### config.mk
export PLATFORM = sky130hd
export DESIGN_NAME = drawbridge_ctrl
export DESIGN_NICKNAME = d
export VERILOG_FILES = /design/src/rtl/drawbridge_pkg.sv /design/src/rtl/car_counter.sv /design/src/rtl/drawbridge_ctrl.sv
export SDC_FILE = /design/constraint.sdc
export NUM_CORES = 1
export LEC_CHECK = 0
export CORE_MARGIN = 2
export CORE_UTILIZATION = 35
export CTS_CLUSTER_DIAMETER = 200
export DETAILED_ROUTE_END_ITERATION = 7
export PLACE_DENSITY_LB_ADDON = 0.15
export SLEW_MARGIN = 20
export SYNTH_ARGS = -nofsm -noshare
export SYNTH_HDL_FRONTEND = slang
export SYNTH_SLANG_ARGS = --single-unit
### constraint.sdc
create_clock -name Clk -period 2.2 [get_ports Clk]
set_input_delay 0.33 -clock Clk [delete_from_list [all_inputs] [get_ports Clk]]
set_output_delay 0.33 -clock Clk [all_outputs]
set_load 0.05 [all_outputs]
### src/rtl/drawbridge_pkg.sv
// Shared definitions for the drawbridge controller: state encoding and a popcount helper.
// Latency: n/a (types and functions only).
// Backpressure: n/a.
package drawbridge_pkg;

    // Encodings are visible on the State port, so the values are fixed.
    typedef enum logic [2:0] {
        ST_FLAT     = 3'd0,
        ST_CLEARING = 3'd1,
        ST_LIFTING  = 3'd2,
        ST_UPRIGHT  = 3'd3,
        ST_LOWERING = 3'd4,
        ST_FAULT    = 3'd5
    } state_t;

    // Callers zero-extend their lane vectors to this width.
    localparam int POP_W = 32;

    function automatic int unsigned popcount(input logic [POP_W-1:0] v);
        int unsigned n;
        n = 0;
        for (int i = 0; i < POP_W; i++) begin
            n += 32'(v[i]);
        end
        return n;
    endfunction

endpackage

### src/rtl/car_counter.sv
// Saturating count of vehicles on the deck from per-lane entry/exit pulses.
// Latency: pulses appear in count one cycle later.
// Backpressure: none; every pulse is accepted, excess clamps at 0 / full scale.
// Ports: Clk, Reset (async active-low), car_in/car_out (one pulse per vehicle per lane),
//        count (vehicles currently on the deck).
module car_counter
    import drawbridge_pkg::*;
#(
    parameter int LANES = 2,
    parameter int CNT_W = 6
) (
    input  logic             Clk,
    input  logic             Reset,
    input  logic [LANES-1:0] car_in,
    input  logic [LANES-1:0] car_out,
    output logic [CNT_W-1:0] count
);

    // Two guard bits: one for the sign, one so count + LANES cannot overflow.
    localparam int SW = CNT_W + 2;

    logic [CNT_W-1:0]     count_q, count_d;
    logic signed [SW-1:0] net;

    always_comb begin
        net = $signed({2'b00, count_q})
            + $signed(SW'(popcount(POP_W'(car_in))))
            - $signed(SW'(popcount(POP_W'(car_out))));
        if (net[SW-1]) begin
            count_d = '0;                      // more exits than vehicles: floor at 0
        end else if (net[SW-2:CNT_W] != '0) begin
            count_d = '1;                      // above full scale: hold at max
        end else begin
            count_d = net[CNT_W-1:0];
        end
    end

    always_ff @(posedge Clk or negedge Reset) begin
        if (!Reset) begin
            count_q <= '0;
        end else begin
            count_q <= count_d;
        end
    end

    assign count = count_q;

endmodule

### src/rtl/drawbridge_ctrl.sv
// Drawbridge sequencer: clears the deck, raises, holds, lowers; latches FAULT on timeout/sensor errors.
// Latency: state changes one Clk after its condition is sampled; outputs decode State combinationally.
// Backpressure: none; sensors and buttons are sampled every cycle.
// Ports: Clk, Reset (async active-low); CarIn/CarOut per-lane vehicle pulses; Mode (0 auto, 1 manual);
//        PowerBtn, BoatSensor requests; High/Low limit switches; Motor, MotorDir (1 raise), Alarm,
//        TrafficLight (1 road closed); State encoding; CarCount vehicles on deck.
module drawbridge_ctrl
    import drawbridge_pkg::*;
#(
    parameter int LANES      = 2,
    parameter int CNT_W      = 6,
    parameter int TRAVEL_MAX = 1000,
    parameter int HOLD_CYC   = 200
) (
    input  logic             Clk,
    input  logic             Reset,
    input  logic [LANES-1:0] CarIn,
    input  logic [LANES-1:0] CarOut,
    input  logic             Mode,
    input  logic             PowerBtn,
    input  logic             BoatSensor,
    input  logic             High,
    input  logic             Low,
    output logic             Motor,
    output logic             MotorDir,
    output logic             Alarm,
    output logic             TrafficLight,
    output logic [2:0]       State,
    output logic [CNT_W-1:0] CarCount
);

    localparam int TMR_W  = $clog2(TRAVEL_MAX + 1);
    localparam int HOLD_W = $clog2(HOLD_CYC + 1);

    state_t            state_q, state_d;
    logic [TMR_W-1:0]  timer_q, timer_d;
    logic [HOLD_W-1:0] hold_q, hold_d;
    logic              pwr_q, pwr_d;

    logic req, sensor_err, pwr_rise, deck_busy;

    car_counter #(
        .LANES (LANES),
        .CNT_W (CNT_W)
    ) u_car_counter (
        .Clk     (Clk),
        .Reset   (Reset),
        .car_in  (CarIn),
        .car_out (CarOut),
        .count   (CarCount)
    );

    assign req        = Mode ? PowerBtn : BoatSensor;
    assign sensor_err = High & Low;
    assign pwr_rise   = PowerBtn & ~pwr_q;
    assign deck_busy  = (CarCount != '0);
    assign pwr_d      = PowerBtn;
    assign State      = state_q;

    // Moore decode; a vehicle on the deck pauses the motor and sounds the alarm.
    always_comb begin
        Motor        = 1'b0;
        MotorDir     = 1'b0;
        Alarm        = 1'b0;
        TrafficLight = 1'b0;
        case (state_q)
            ST_CLEARING: begin
                TrafficLight = 1'b1;
                Alarm        = deck_busy;
            end
            ST_LIFTING: begin
                TrafficLight = 1'b1;
                MotorDir     = 1'b1;
                Motor        = ~deck_busy;
                Alarm        = deck_busy;
            end
            ST_UPRIGHT: begin
                TrafficLight = 1'b1;
            end
            ST_LOWERING: begin
                TrafficLight = 1'b1;
                Motor        = ~deck_busy;
                Alarm        = deck_busy;
            end
            ST_FAULT: begin
                TrafficLight = 1'b1;
                Alarm        = 1'b1;
            end
            default: ;
        endcase
    end

    always_comb begin
        state_d = state_q;
        if (state_q != ST_FAULT && sensor_err) begin
            state_d = ST_FAULT;
        end else begin
            case (state_q)
                ST_FLAT: begin
                    if (!Low || High)  state_d = ST_FAULT;
                    else if (req)      state_d = ST_CLEARING;
                end
                ST_CLEARING: begin
                    if (!req)            state_d = ST_FLAT;
                    else if (!deck_busy) state_d = ST_LIFTING;
                end
                ST_LIFTING: begin
                    if (High)                                    state_d = ST_UPRIGHT;
                    else if (timer_q == TMR_W'(TRAVEL_MAX - 1))  state_d = ST_FAULT;
                end
                ST_UPRIGHT: begin
                    if (!High)                                        state_d = ST_FAULT;
                    else if (!req && hold_q >= HOLD_W'(HOLD_CYC))     state_d = ST_LOWERING;
                end
                ST_LOWERING: begin
                    // A late boat re-raises regardless of Mode.
                    if (BoatSensor)                              state_d = ST_LIFTING;
                    else if (Low)                                state_d = ST_FLAT;
                    else if (timer_q == TMR_W'(TRAVEL_MAX - 1))  state_d = ST_FAULT;
                end
                ST_FAULT: begin
                    if (pwr_rise && Low && !High) state_d = ST_FLAT;
                end
                default: state_d = ST_FAULT;
            endcase
        end
    end

    // Travel timer restarts on every entry to a travel state and only counts while the motor runs.
    always_comb begin
        timer_d = timer_q;
        if ((state_d == ST_LIFTING || state_d == ST_LOWERING) && state_d != state_q) begin
            timer_d = '0;
        end else if (Motor) begin
            timer_d = timer_q + TMR_W'(1);
        end
    end

    always_comb begin
        hold_d = hold_q;
        if (state_d == ST_UPRIGHT && state_q != ST_UPRIGHT) begin
            hold_d = '0;
        end else if (state_q == ST_UPRIGHT && hold_q < HOLD_W'(HOLD_CYC)) begin
            hold_d = hold_q + HOLD_W'(1);
        end
    end

    always_ff @(posedge Clk or negedge Reset) begin
        if (!Reset) begin
            state_q <= ST_FLAT;
            timer_q <= '0;
            hold_q  <= '0;
            pwr_q   <= 1'b0;
        end else begin
            state_q <= state_d;
            timer_q <= timer_d;
            hold_q  <= hold_d;
            pwr_q   <= pwr_d;
        end
    end

endmodule

==> impl_summary.log <==
INFO  metric top_cells_by_area_in_the_synthesized_netlist = dfrtp_1 (35%), ha_1 (10%), xor2_1 (4.4%), nor2_1 (4.0%), inv_1 (3.8%)
INFO  metric drtIter0Drc = 48
INFO  metric cell_internal_pwr = ~2.2 mW
INFO  metric run_status = finished, violations left
INFO  metric globalRouteTotalUtil = 15.7%
INFO  metric worst_ep_required_time = around 2.4 ns
INFO  metric final_max_slew_viol_count = 0
INFO  metric synth_edf_count = 0
INFO  metric timing.final.crit_period = 2.51 ns
INFO  metric antenna_found_initial = 0
INFO  metric die-area = about 0.0063 sq mm
INFO  metric maxCapViolCount = 0
INFO  metric synth_cell_types = 51
INFO  metric tritoncts = done
INFO  metric post-synth-top-count-cell = dfrtp_1
INFO  metric routed_wire_length_per_instance = 13.4 um
INFO  metric floorplan.core_area = 0.00551 sq mm
INFO  metric synth_top_cell_by_area = dfrtp_1
INFO  metric syn_area_per_cell = 9.62 sq um
INFO  metric comb_power_share = 68.3%
INFO  metric power_switching_share = 44.9%
INFO  metric areaGrowthSynthToFinish = 38.3%
INFO  metric timing.rr.end = u_car_counter.count[5]
INFO  metric routed_via_density = approximately 5
INFO  metric drive_gt1_share = 36.2%
INFO  metric timing_worst_slew_pin_value = around 0.53 ns
INFO  metric fin_area = around 0.0028 sq mm
INFO  metric critPathArrivalTime = 2.72 ns
INFO  metric worstRegToRegCells = 10
INFO  metric layout.area.seq = 709 sq um
INFO  metric global_route.overflow_total = 0
INFO  metric cts-htree-levels = 1
INFO  metric ctsRootBufferMaster = clkbuf_8
INFO  metric period_share = 114%
INFO  metric power_switching = 1.79 mW
INFO  metric power_frac_clock = 10.2%
INFO  metric worst_setup_path_end_kind = register
INFO  metric ant_nets = 0
INFO  metric gpl.final_weighted_congestion = 0.819
INFO  metric worstSetupPathType = reg -> reg
INFO  metric num_io_pins = 24
INFO  metric synthCells = 207
INFO  metric die_width = 79.4 um
INFO  metric clkSinkCount = 28
INFO  metric placed_area = ~0.0025 sq mm
INFO  metric fillers = 491
INFO  metric initial_core_utilization = 36.2%
INFO  metric firstDrtPassIters = 4
INFO  metric setup.worst_path.start = u_car_counter.count[1]
INFO  metric r2r_start = u_car_counter.count[1]
INFO  metric synth_warnings = 0
INFO  metric sequentialPowerShare = 21.5%
INFO  metric max_fo_critical_path = 6
INFO  metric wl = 4450 um
INFO  metric achievable-frequency = approximately 0.4 GHz
INFO  metric async_flop_share = 100%
INFO  metric multiInputGateArea = 0.00131 sq mm
INFO  metric dpl.hpwl = 3210 um
INFO  metric vias_in_the_first_global_route = 1702
INFO  metric drc_errors = 0
INFO  metric relative_slew_slack = 64.8%
INFO  metric timing.critical_path.from_type = register
INFO  metric clkTransAtPathRegs = 0.10 ns
INFO  metric synth_seq_cells = 28
INFO  metric finalHoldViolations = 0
INFO  metric min_path_type = in -> async
INFO  metric worst-r2r-setup-slack = -0.31 ns
INFO  metric cts.path.max_buffers = 2
INFO  metric antennaDiodeCount = 0
INFO  metric dominantRegCellSynth = dfrtp_1
INFO  metric ir_drop = 1150 uV
INFO  metric seq_area_frac_synth = 35.2%
INFO  metric rsz0062_at_grt = true
INFO  metric report.power.total = 3.98 mW
INFO  metric cts-buffers-inserted = 3
INFO  metric grt_max_degree = 29
INFO  metric clock_insertion_delay_worst_skew = 0.27 ns
INFO  metric pre_cts_ws = -0.931 ns
INFO  metric die_h = just under 80 um
INFO  metric fp-row-count = 27
INFO  metric post_synth_instance_area = 0.00199 sq mm
INFO  metric route.vias.total = 1660
INFO  metric cellPowerDensity = about 1400 mW/mm^2
INFO  metric finish.net_count = 290
INFO  metric final-setup-viol-count = 6
INFO  metric violations = negative setup slack
INFO  metric port-buffer-count = 23
INFO  metric yosysTopAreaCellShare = 35.2%
INFO  metric cp-endpoint = u_car_counter.count[5]
INFO  metric clock_skew_after_layout = 0.00632 ns
INFO  metric grt_first_pass_wirelength = 7850 um
INFO  metric leakagePower = 1.24 nW
INFO  metric hold_ws = 0.423 ns
INFO  metric post_synth_most_frequent_cells = dfrtp_1 (28), nor2_1 (21), inv_1 (20)
INFO  metric synthesized_nets = 236
INFO  metric layout_setup_ws = -0.307 ns
INFO  metric finish.utilization = 50.0%
sequential cells by signal (all words and copies together), names as in the netlist:
signal and count:
State 3, timer_q 10, hold_q 8, pwr_q 1
u_car_counter.count 6
power groups by stage:
| stage | logic (mW) | clock network [mW] | registers (mW) |
|---|---|---|---|
| floorplan | 1.33 | 0 | 1.09 |
| global placement | 2.30 | 0 | 0.857 |
| detailed placement | 2.31 | 0 | 0.859 |
| CTS | 2.48 | 0.428 | 0.855 |
| global route | 2.96 | 0.452 | 0.879 |
| finish | 2.72 | 0.407 | 0.855 |
worst min-delay path by stage:
stage | startpoint | cells after the start | slack [ns] | endpoint
after global placement | hold_q[7] | 2 | 0.51 | hold_q[7]
final | Reset | 2 | 0.42 | State[2]
after CTS | Reset | 2 | 0.44 | State[2]
after floorplan | Reset | 0 | 0.03 | State[0]
after detailed placement | hold_q[7] | 2 | 0.52 | hold_q[7]
after global routing | Reset | 2 | 0.47 | State[2]
cell usage in the layout (no fill, tap or decap), types with 5 or more instances in the layout:
| cell type | instances |
|---|---|
| xor2_1 | 10 |
| nand4_1 | 7 |
| a21oi_2 | 8 |
| a21oi_1 | 6 |
| buf_4 | 27 |
| clkdlybuf4s50_1 | 14 |
| inv_1 | 11 |
| ha_1 | 10 |
| and3_1 | 5 |
| dfrtp_2 | 7 |
| xnor2_1 | 7 |
| nand2_1 | 10 |
| inv_2 | 7 |
| dfrtp_1 | 21 |
| nor2_1 | 20 |
routing by layer:
layer	share of wire, %	global-route usage (%)	vias to the layer above
li1	-	-	836
met1	45	19.2	798
met2	51	28.6	24
met3	2.8	2.38	2
met4	0.76	4.48	0
met5	0	0	-
timing repair:
item / CTS / global route
resized for setup: 27 / 20
pin swaps: 14 / 9
gates cloned: 0 / 0
buffers inserted: 1 / 6
endpoints found under the setup margin: 9 / 26
hold buffers: 0 / 0
per-stage QoR:
step           instances  setup TNS, ns
2_1_floorplan        207          -2.41
3_3_place_gp         321          -7.13
3_5_place_dp         321          -7.59
4_1_cts              326          -1.34
5_1_grt              332          -2.15
6_report             332          -1.76
kinds of logic after synthesis:
logic type | after synthesis | share of synthesized area (%)
buf+inv | 24 | 5.53
flops | 28 | 35.2
compound gates | 43 | 16.3
mux | 3 | 1.57
xor+xnor | 17 | 7.47
simple gates | 74 | 21.9
fa+ha+maj | 18 | 12.1
area by class of cell:
type                       instances  area share, %
multi-input combinational        155           47.7
sequential                        28           25.8
timing repair buffer              53           17.8
tap                               72           3.27
inverter                          20           2.91
clock buffer                       3           1.50
clock inverter                     1           1.09
critical path: stages, from the launching register on:
cell	delay, ns
dfrtp_2	0.38
inv_2	0.04
fa_2	0.54
fa_2	0.20
nand2b_4	0.13
a21oi_4	0.05
o21a_1	0.21
buf_4	0.14
or4_4	0.42
o311a_4	0.18
a21oi_2	0.14
Note: power is estimated with default switching activity, not from simulation.
